==> config.mk <==
export PLATFORM = sky130hd
export DESIGN_NAME = sonata_reset_debounce
export DESIGN_NICKNAME = d
export VERILOG_FILES = /design/src/rtl/sonata_reset_debounce.sv
export SDC_FILE = /design/constraint.sdc
export NUM_CORES = 1
export LEC_CHECK = 0
export BUFFER_PORTS_ARGS = -buffer_cell sky130_fd_sc_hd__buf_2
export CAP_MARGIN = 20
export CORE_UTILIZATION = 65
export CTS_CLUSTER_SIZE = 25
export DETAILED_ROUTE_END_ITERATION = 8
export PLACE_DENSITY = 0.89
export SYNTH_ARGS = -nofsm -noshare
export SYNTH_HDL_FRONTEND = slang
export SYNTH_SLANG_ARGS = --single-unit
==> constraint.sdc <==
create_clock -name clk_i -period 8 [get_ports clk_i]
set_clock_uncertainty 0.05 [all_clocks]
set_input_delay 0.8 -clock clk_i [delete_from_list [all_inputs] [get_ports clk_i]]
set_output_delay 0.8 -clock clk_i [all_outputs]
set_load 0.1 [all_outputs]
==> src/rtl/sonata_reset_debounce.sv <==
// Board-level reset sequencer: PLL-gated power-on reset, debounced reset button
// and switches, and a heartbeat LED that restarts with every system reset.
module sonata_reset_debounce #(
    parameter int DbncClkCount   = 500,
    parameter int PorLowStart    = 5,
    parameter int PorLowEnd      = 200,
    parameter int HeartbeatCount = 5000000,
    parameter int NavWidth       = 5,
    parameter int UsrWidth       = 8
) (
    input  logic                clk_i,
    input  logic                rst_i,
    input  logic                pll_locked_i,
    input  logic                nrst_btn_i,
    input  logic [NavWidth-1:0] nav_sw_i,
    input  logic [UsrWidth-1:0] usr_sw_i,
    output logic                por_rst_no,
    output logic                rst_sys_no,
    output logic [NavWidth-1:0] nav_sw_o,
    output logic [UsrWidth-1:0] usr_sw_o,
    output logic                heartbeat_o
);

    // Bit 0 is the reset button, then the nav switches, then the user switches.
    localparam int NumBits = 1 + NavWidth + UsrWidth;
    localparam int CntW    = $clog2(DbncClkCount + 1);

    localparam logic [CntW-1:0]    DbncLast   = CntW'(DbncClkCount - 1);
    localparam logic [CntW-1:0]    CntZero    = {CntW{1'b0}};
    localparam logic [CntW-1:0]    CntOne     = CntW'(1);
    localparam logic [7:0]         PorStart   = 8'(PorLowStart);
    localparam logic [7:0]         PorEnd     = 8'(PorLowEnd);
    localparam logic [31:0]        HbReload   = 32'(HeartbeatCount);
    // Idle levels: button released (high), switches off after inversion (low).
    localparam logic [NumBits-1:0] IdleLvl    = {{(NavWidth + UsrWidth){1'b0}}, 1'b1};

    logic [7:0]         por_cnt_r;
    logic [NumBits-1:0] raw_s;
    logic               dbnc_hold_s;
    logic [NumBits-1:0] sync1_r;
    logic [NumBits-1:0] sync2_r;
    logic [NumBits-1:0] dbc_r;
    logic [CntW-1:0]    dbnc_cnt_r [NumBits];
    logic [31:0]        hb_cnt_r;
    logic               hb_r;

    // Power-on reset counter: advances only while the PLL is locked, saturates.
    always_ff @(posedge clk_i) begin
        if (rst_i) begin
            por_cnt_r <= 8'h00;
        end else if (pll_locked_i && (por_cnt_r != 8'hFF)) begin
            por_cnt_r <= por_cnt_r + 8'h01;
        end else begin
            por_cnt_r <= por_cnt_r;
        end
    end

    assign por_rst_no  = (por_cnt_r < PorStart) | (por_cnt_r >= PorEnd);
    assign raw_s       = {~usr_sw_i, ~nav_sw_i, nrst_btn_i};
    assign dbnc_hold_s = rst_i | ~por_rst_no;

    // Two-flop synchroniser for all asynchronous inputs.
    always_ff @(posedge clk_i) begin
        if (dbnc_hold_s) begin
            sync1_r <= IdleLvl;
            sync2_r <= IdleLvl;
        end else begin
            sync1_r <= raw_s;
            sync2_r <= sync1_r;
        end
    end

    // Per-bit stability counters; an output only follows a level held DbncClkCount cycles.
    always_ff @(posedge clk_i) begin
        if (dbnc_hold_s) begin
            dbc_r <= IdleLvl;
            for (int i = 0; i < NumBits; i++) begin
                dbnc_cnt_r[i] <= CntZero;
            end
        end else begin
            for (int i = 0; i < NumBits; i++) begin
                if (sync2_r[i] == dbc_r[i]) begin
                    dbnc_cnt_r[i] <= CntZero;
                end else if (dbnc_cnt_r[i] == DbncLast) begin
                    dbc_r[i]      <= sync2_r[i];
                    dbnc_cnt_r[i] <= CntZero;
                end else begin
                    dbnc_cnt_r[i] <= dbnc_cnt_r[i] + CntOne;
                end
            end
        end
    end

    assign rst_sys_no = por_rst_no & dbc_r[0];
    assign nav_sw_o   = dbc_r[NavWidth:1];
    assign usr_sw_o   = dbc_r[NumBits-1:NavWidth+1];

    // Heartbeat: restarts high on any system reset, toggles every HeartbeatCount+1 cycles.
    always_ff @(posedge clk_i) begin
        if (rst_i || !rst_sys_no) begin
            hb_r     <= 1'b1;
            hb_cnt_r <= HbReload;
        end else if (hb_cnt_r == 32'h0000_0000) begin
            hb_r     <= ~hb_r;
            hb_cnt_r <= HbReload;
        end else begin
            hb_r     <= hb_r;
            hb_cnt_r <= hb_cnt_r - 32'h0000_0001;
        end
    end

    assign heartbeat_o = hb_r;

endmodule

After elaboration in Yosys (flattened, before gate mapping)
Memory sizes are Yosys's and may differ from the RTL's. Index checks and enable logic that the tools add are counted.

Bits in writable memories: 126. Register bits after elaboration: 83. Logic and storage cells: 347. Bits of input ports: 17. Memories: 1. Output and inout port bits: 16.

Memories: dbnc_cnt_r (words 14, width 9, rd ports 14, clocked after memory_dff 0, write ports 14, line 43) `logic [CntW-1:0] dbnc_cnt_r [NumBits];`.

Order comparisons: 2. Equality and inequality tests: 29. $add $sub $neg: 16. Muxes and demuxes: 198. Bitwise gates (word level): 63. Reduce and logical (&&, ||, !) cells: 19.

Operators by type and width (number): two-way mux 9 bit (42); two-way mux 1 bit (156); adder 9 x 1 -> 9 bit, second input constant (14); equality test 9 bit, second input constant (14); bitwise OR 1 bit (44); zero test 32 bit (1); subtractor 32 x 1 -> 32 bit, second input constant (1); AND reduction 2 bit (14); inverter 1 bit (16); equality test 1 bit (14); adder 8 x 1 -> 8 bit, second input constant (1); >= comparator 8 bit, second input constant (1); < comparator 8 x 3 -> 1 bit, second input constant (1); != test 8 bit, second input constant (1); inverter 8 bit (1); inverter 5 bit (1); OR reduction 2 bit (1); AND 1 bit (1); logical AND 1 bit (1); zero test 1 bit (1); logical OR 1 bit (1).

Depth between registers and ports, before layout
Depth in word-level cells: 9. Depth in mapped cells: 10. Depth with buffers taken out: 7.

Worst setup path after synthesis
OpenSTA, ideal clock, no wires.

Path type: register to output. Start: reg por_cnt_r[3]. End: out rst_sys_no. Stages on the path, launching flop included: 8. Data required time: 7150 ps. Path buffers: 3. Slack: 3802 ps. Arrival: 3348 ps. Cells stage by stage: dfxtp_1 -> or3_1 -> o31a_1 -> clkbuf_1 -> inv_1 -> clkbuf_1 -> clkbuf_1 -> and2_1.

Cells in the longest elaborated chain, start to end: 3. Elaborated cells on any way between the ends: 4. Those cells by class: order compare: 2; bitwise: 2.

RTL lines: start, declared (line 37) `logic [7:0] por_cnt_r;`; start signal, assigned (line 52) `por_cnt_r <= por_cnt_r + 8'h01;`; start signal, assigned (line 54) `por_cnt_r <= por_cnt_r;`; < comparator 8 x 3 -> 1 bit / >= comparator 8 bit (equally long branches) (line 58) `assign por_rst_no = (por_cnt_r < PorStart) | (por_cnt_r >= PorEnd);`; bitwise OR 1 bit * (line 58); named net por_rst_no (line 17) `output logic por_rst_no,`; AND 1 bit * (line 94) `assign rst_sys_no = por_rst_no & dbc_r[0];`; end, declared (line 18) `output logic rst_sys_no,`.

The timed path passes the listed nets; every way through them passes the cells marked *.

Worst setup path after layout
Start: reg por_cnt_r[3]. End: out rst_sys_no.

Cells in the longest elaborated chain, start to end: 3. Elaborated cells on any way between the ends: 4. Those cells by class: order compare: 2; bitwise: 2.

RTL lines (line): < comparator 8 x 3 -> 1 bit / >= comparator 8 bit (equally long branches) (58); bitwise OR 1 bit * (58); AND 1 bit * (94).

Every way passes the cells marked *; elsewhere a longest branch is shown, timed or not.

==> impl_metrics.tcl <==
set metrics [dict create \
    netlist_area_sq_um 9862 \
    drv_slew 0 \
    reg2reg_depth 7 \
    cts_resized 0 \
    synth_seq_cells 209 \
    rrSetupSlack_ns 4.95 \
    violations "design-rule violations" \
    synth_edf_count 126 \
    diodes 0 \
    cts_setup_buffers 0 \
    worst_ep_arrival_time_ns 2.64 \
    clock_sinks 209 \
    fin_ws_ns 4.515 \
    cts_hold_buf 0 \
    port_buffers 32 \
    critPathKind "flip-flop to primary output" \
    route.antenna.remaining_nets 0 \
    vias 7006 \
    rows 44 \
    cp.depth 5 \
    netlist_instances 943 \
    cp-startpoint "por_cnt_r[3]$_SDFFE_PP0P_" \
    grt_max_degree 27 \
    hold_depth 1 \
    areaGrowthSynthToFinish_pct 14.15 \
    dp_hpwl_mm 11.89 \
    max_slew.worst_pin.slew_ns 0.9442 \
    crit_slowest_cell "buf_2" \
    antenna_found_initial 1 \
    wl_mm 18.43 \
    grt_pass1_vias 6799 \
    muxShareOfSynthArea 0.01522 \
    clock_latency_ns 0.50 \
    cp_max_fo 21 \
    p_leak_nw 4.128 \
    cp_data_required_time_ns 7.15 \
    setup_viol 0 \
    hold_violations 0 \
    synthAdderAreaFrac 0.02284 \
    die_w_microns 125.2 \
    clock-root-buffer "clkbuf_16" \
    die_area_sq_um 15670 \
    synth_top_family_by_area "simple AND/OR/NAND/NOR gates" \
    fin_crit_sh 0.4357 \
    relSlewSlack 0.3690 \
    ys_async_sr_fraction 0 \
    path_buf_inv 2 \
    drc 2 \
    cts_buffers 22 \
    grt_pass1_wl_mm 31.46 \
    die_y_microns 125.2 \
    pin_count 33 \
    drt_iter0_drc 415 \
    overflow 0 \
    period_needed_ns 3.485 \
    path_delay_family "buffers and inverters" \
    yosys_most_used_dff "edfxtp_1" \
    cts_htree_levels 1 \
    firstDrtPassIters 7 \
    grt.total_usage 0.2448 \
    pre_cts_ws_ns 4.994 \
    core-area_sq_um 14640 \
    clk_pin_slew_ns 0.06 \
    synth-xor-area-share 0.1101 \
    gp_congestion 0.8000 \
    layout_common_cells "189 x nor2_1, 126 x edfxtp_1, 126 x conb_1" \
    power_w 0.002370 \
    synthSimpleGateAreaFrac 0.2267 \
    avgSynthCellArea_sq_um 10.46 \
    max-vdd-ir-drop_mv 0.1568 \
    min_path_type "flip-flop to flip-flop" \
    cts.path.max_buffers 3 \
    rsz0062_at_grt "false" \
    cp-start-kind "flip-flop" \
    final_net_count 1113 \
    tns_ns 0 \
    drive_gt1_frac 0.07130 \
    crit_end "rst_sys_no" \
    power_density_nw_per_um2 210.5 \
    fmax_mhz 286.9 \
    final_common_cell "nor2_1" \
    yosys_warnings 0 \
    synthDistinctLibCells 44 \
    endpoint_kind "primary output" \
    wl_per_cell_microns 14.42 \
    start_util 0.6734 \
    cts_tree "built" \
    crit_chain "or3_1 > o31a_1 > inv_1 > and2_1 > buf_2" \
    ys_seq_area_frac 0.5521 \
    synth_compound_area_frac 0.04060 \
    slowest_delay_ns 0.44 \
    reg2reg_from "hb_cnt_r[0]$_SDFF_PP0_" \
    status "complete, but fails checks" \
    cap_violations 0 \
    r2r-end "hb_cnt_r[24]$_SDFF_PP0_" \
    drt-vias-per-instance 5.482 \
    hold_ws_ns 0.3697 \
]
[power by group]
part / internal (W) / switching, W
Sequential: 0.00119 / 0.0000410
Clock: 0.000627 / 0.000404
Combinational: 0.0000466 / 0.0000658
[per-layer routing]
metal,global-route usage,share of wire,up-vias
met4,0.08537,0.027,0
met5,0,0,-
li1,-,-,3502
met3,0.04878,0.057,43
met2,0.4157,0.48,136
met1,0.3140,0.44,3325
[cells by family (layout without fill, tap and decap cells)]
logic type,Yosys count,in the layout
AOI/OAI and AO/OA,56,56
xor gates and xnor gates,124,124
adders and majority gates,18,18
buffers and inverters,69,95
DFF,209,209
muxes,15,15
other,1,126
and+or+nand+nor,451,451
[registers in the layout (all words and copies together) (netlist names)]
register,cells
sync1_r,14
sync2_r,14
dbc_r,14
heartbeat_o,1
hb_cnt_r,32
dbnc_cnt_r,126
por_cnt_r,8
[cells in the mapped netlist (6+ instances only)]
cell / n / area [sq um]
a211oi_1: 11 / 82.58
and3_1: 29 / 181.4
and4_1: 6 / 52.55
buf_4: 14 / 105.1
clkbuf_1: 31 / 116.4
dfxtp_1: 83 / 1662
edfxtp_1: 126 / 3784
ha_1: 18 / 225.2
inv_1: 21 / 78.83
mux2i_1: 15 / 150.1
nand2_1: 51 / 191.4
nand3_1: 37 / 185.2
nand4_1: 30 / 187.7
nor2_1: 189 / 709.4
nor2b_1: 7 / 43.79
nor3_1: 15 / 75.07
nor4_1: 20 / 125.1
o21ai_0: 11 / 55.05
o31ai_1: 12 / 90.09
or3_1: 18 / 112.6
or4_1: 31 / 232.7
xnor2_1: 77 / 674.4
xor2_1: 47 / 411.6
[worst min-delay path by stage]
stage	from	to	slack [ns]
finish	sync1_r[0]$_SDFF_PP1_	sync2_r[0]$_SDFF_PP1_	0.37
floorplan	sync1_r[0]$_SDFF_PP1_	sync2_r[0]$_SDFF_PP1_	0.34
CTS	sync1_r[0]$_SDFF_PP1_	sync2_r[0]$_SDFF_PP1_	0.37
global placement	sync1_r[0]$_SDFF_PP1_	sync2_r[0]$_SDFF_PP1_	0.35
global route	sync1_r[0]$_SDFF_PP1_	sync2_r[0]$_SDFF_PP1_	0.40
detailed placement	sync1_r[0]$_SDFF_PP1_	sync2_r[0]$_SDFF_PP1_	0.36
[worst register-to-register path, cell delays in order, from the launching register on]
cell and delay, ns:
dfxtp_1 0.32, inv_1 0.06, ha_1 0.21, or4b_4 0.51, or4_1 0.79, nor3_2 0.57, buf_4 0.31, a211oi_1 0.08
[final cells by class]
type,count,area (sq um)
clock buffers,36,735.7
fillers,888,3387
inverters,21,78.83
flip-flops and latches,209,5445
well taps,184,230.2
repair buffers,34,175.2
clock inverters,4,21.27
multi-input cells,790,4571
[metrics by stage]
step | util | instances | instance area [sq um]
finish | 0.7687 | 1278 | 11260
global route | 0.7687 | 1278 | 11260
CTS | 0.7687 | 1278 | 11260
detailed placement | 0.7170 | 1238 | 10500
global placement | 0.7170 | 1238 | 10500
floorplan | - | 1068 | 10330
No activity file was read; power rests on OpenSTA's default activity.
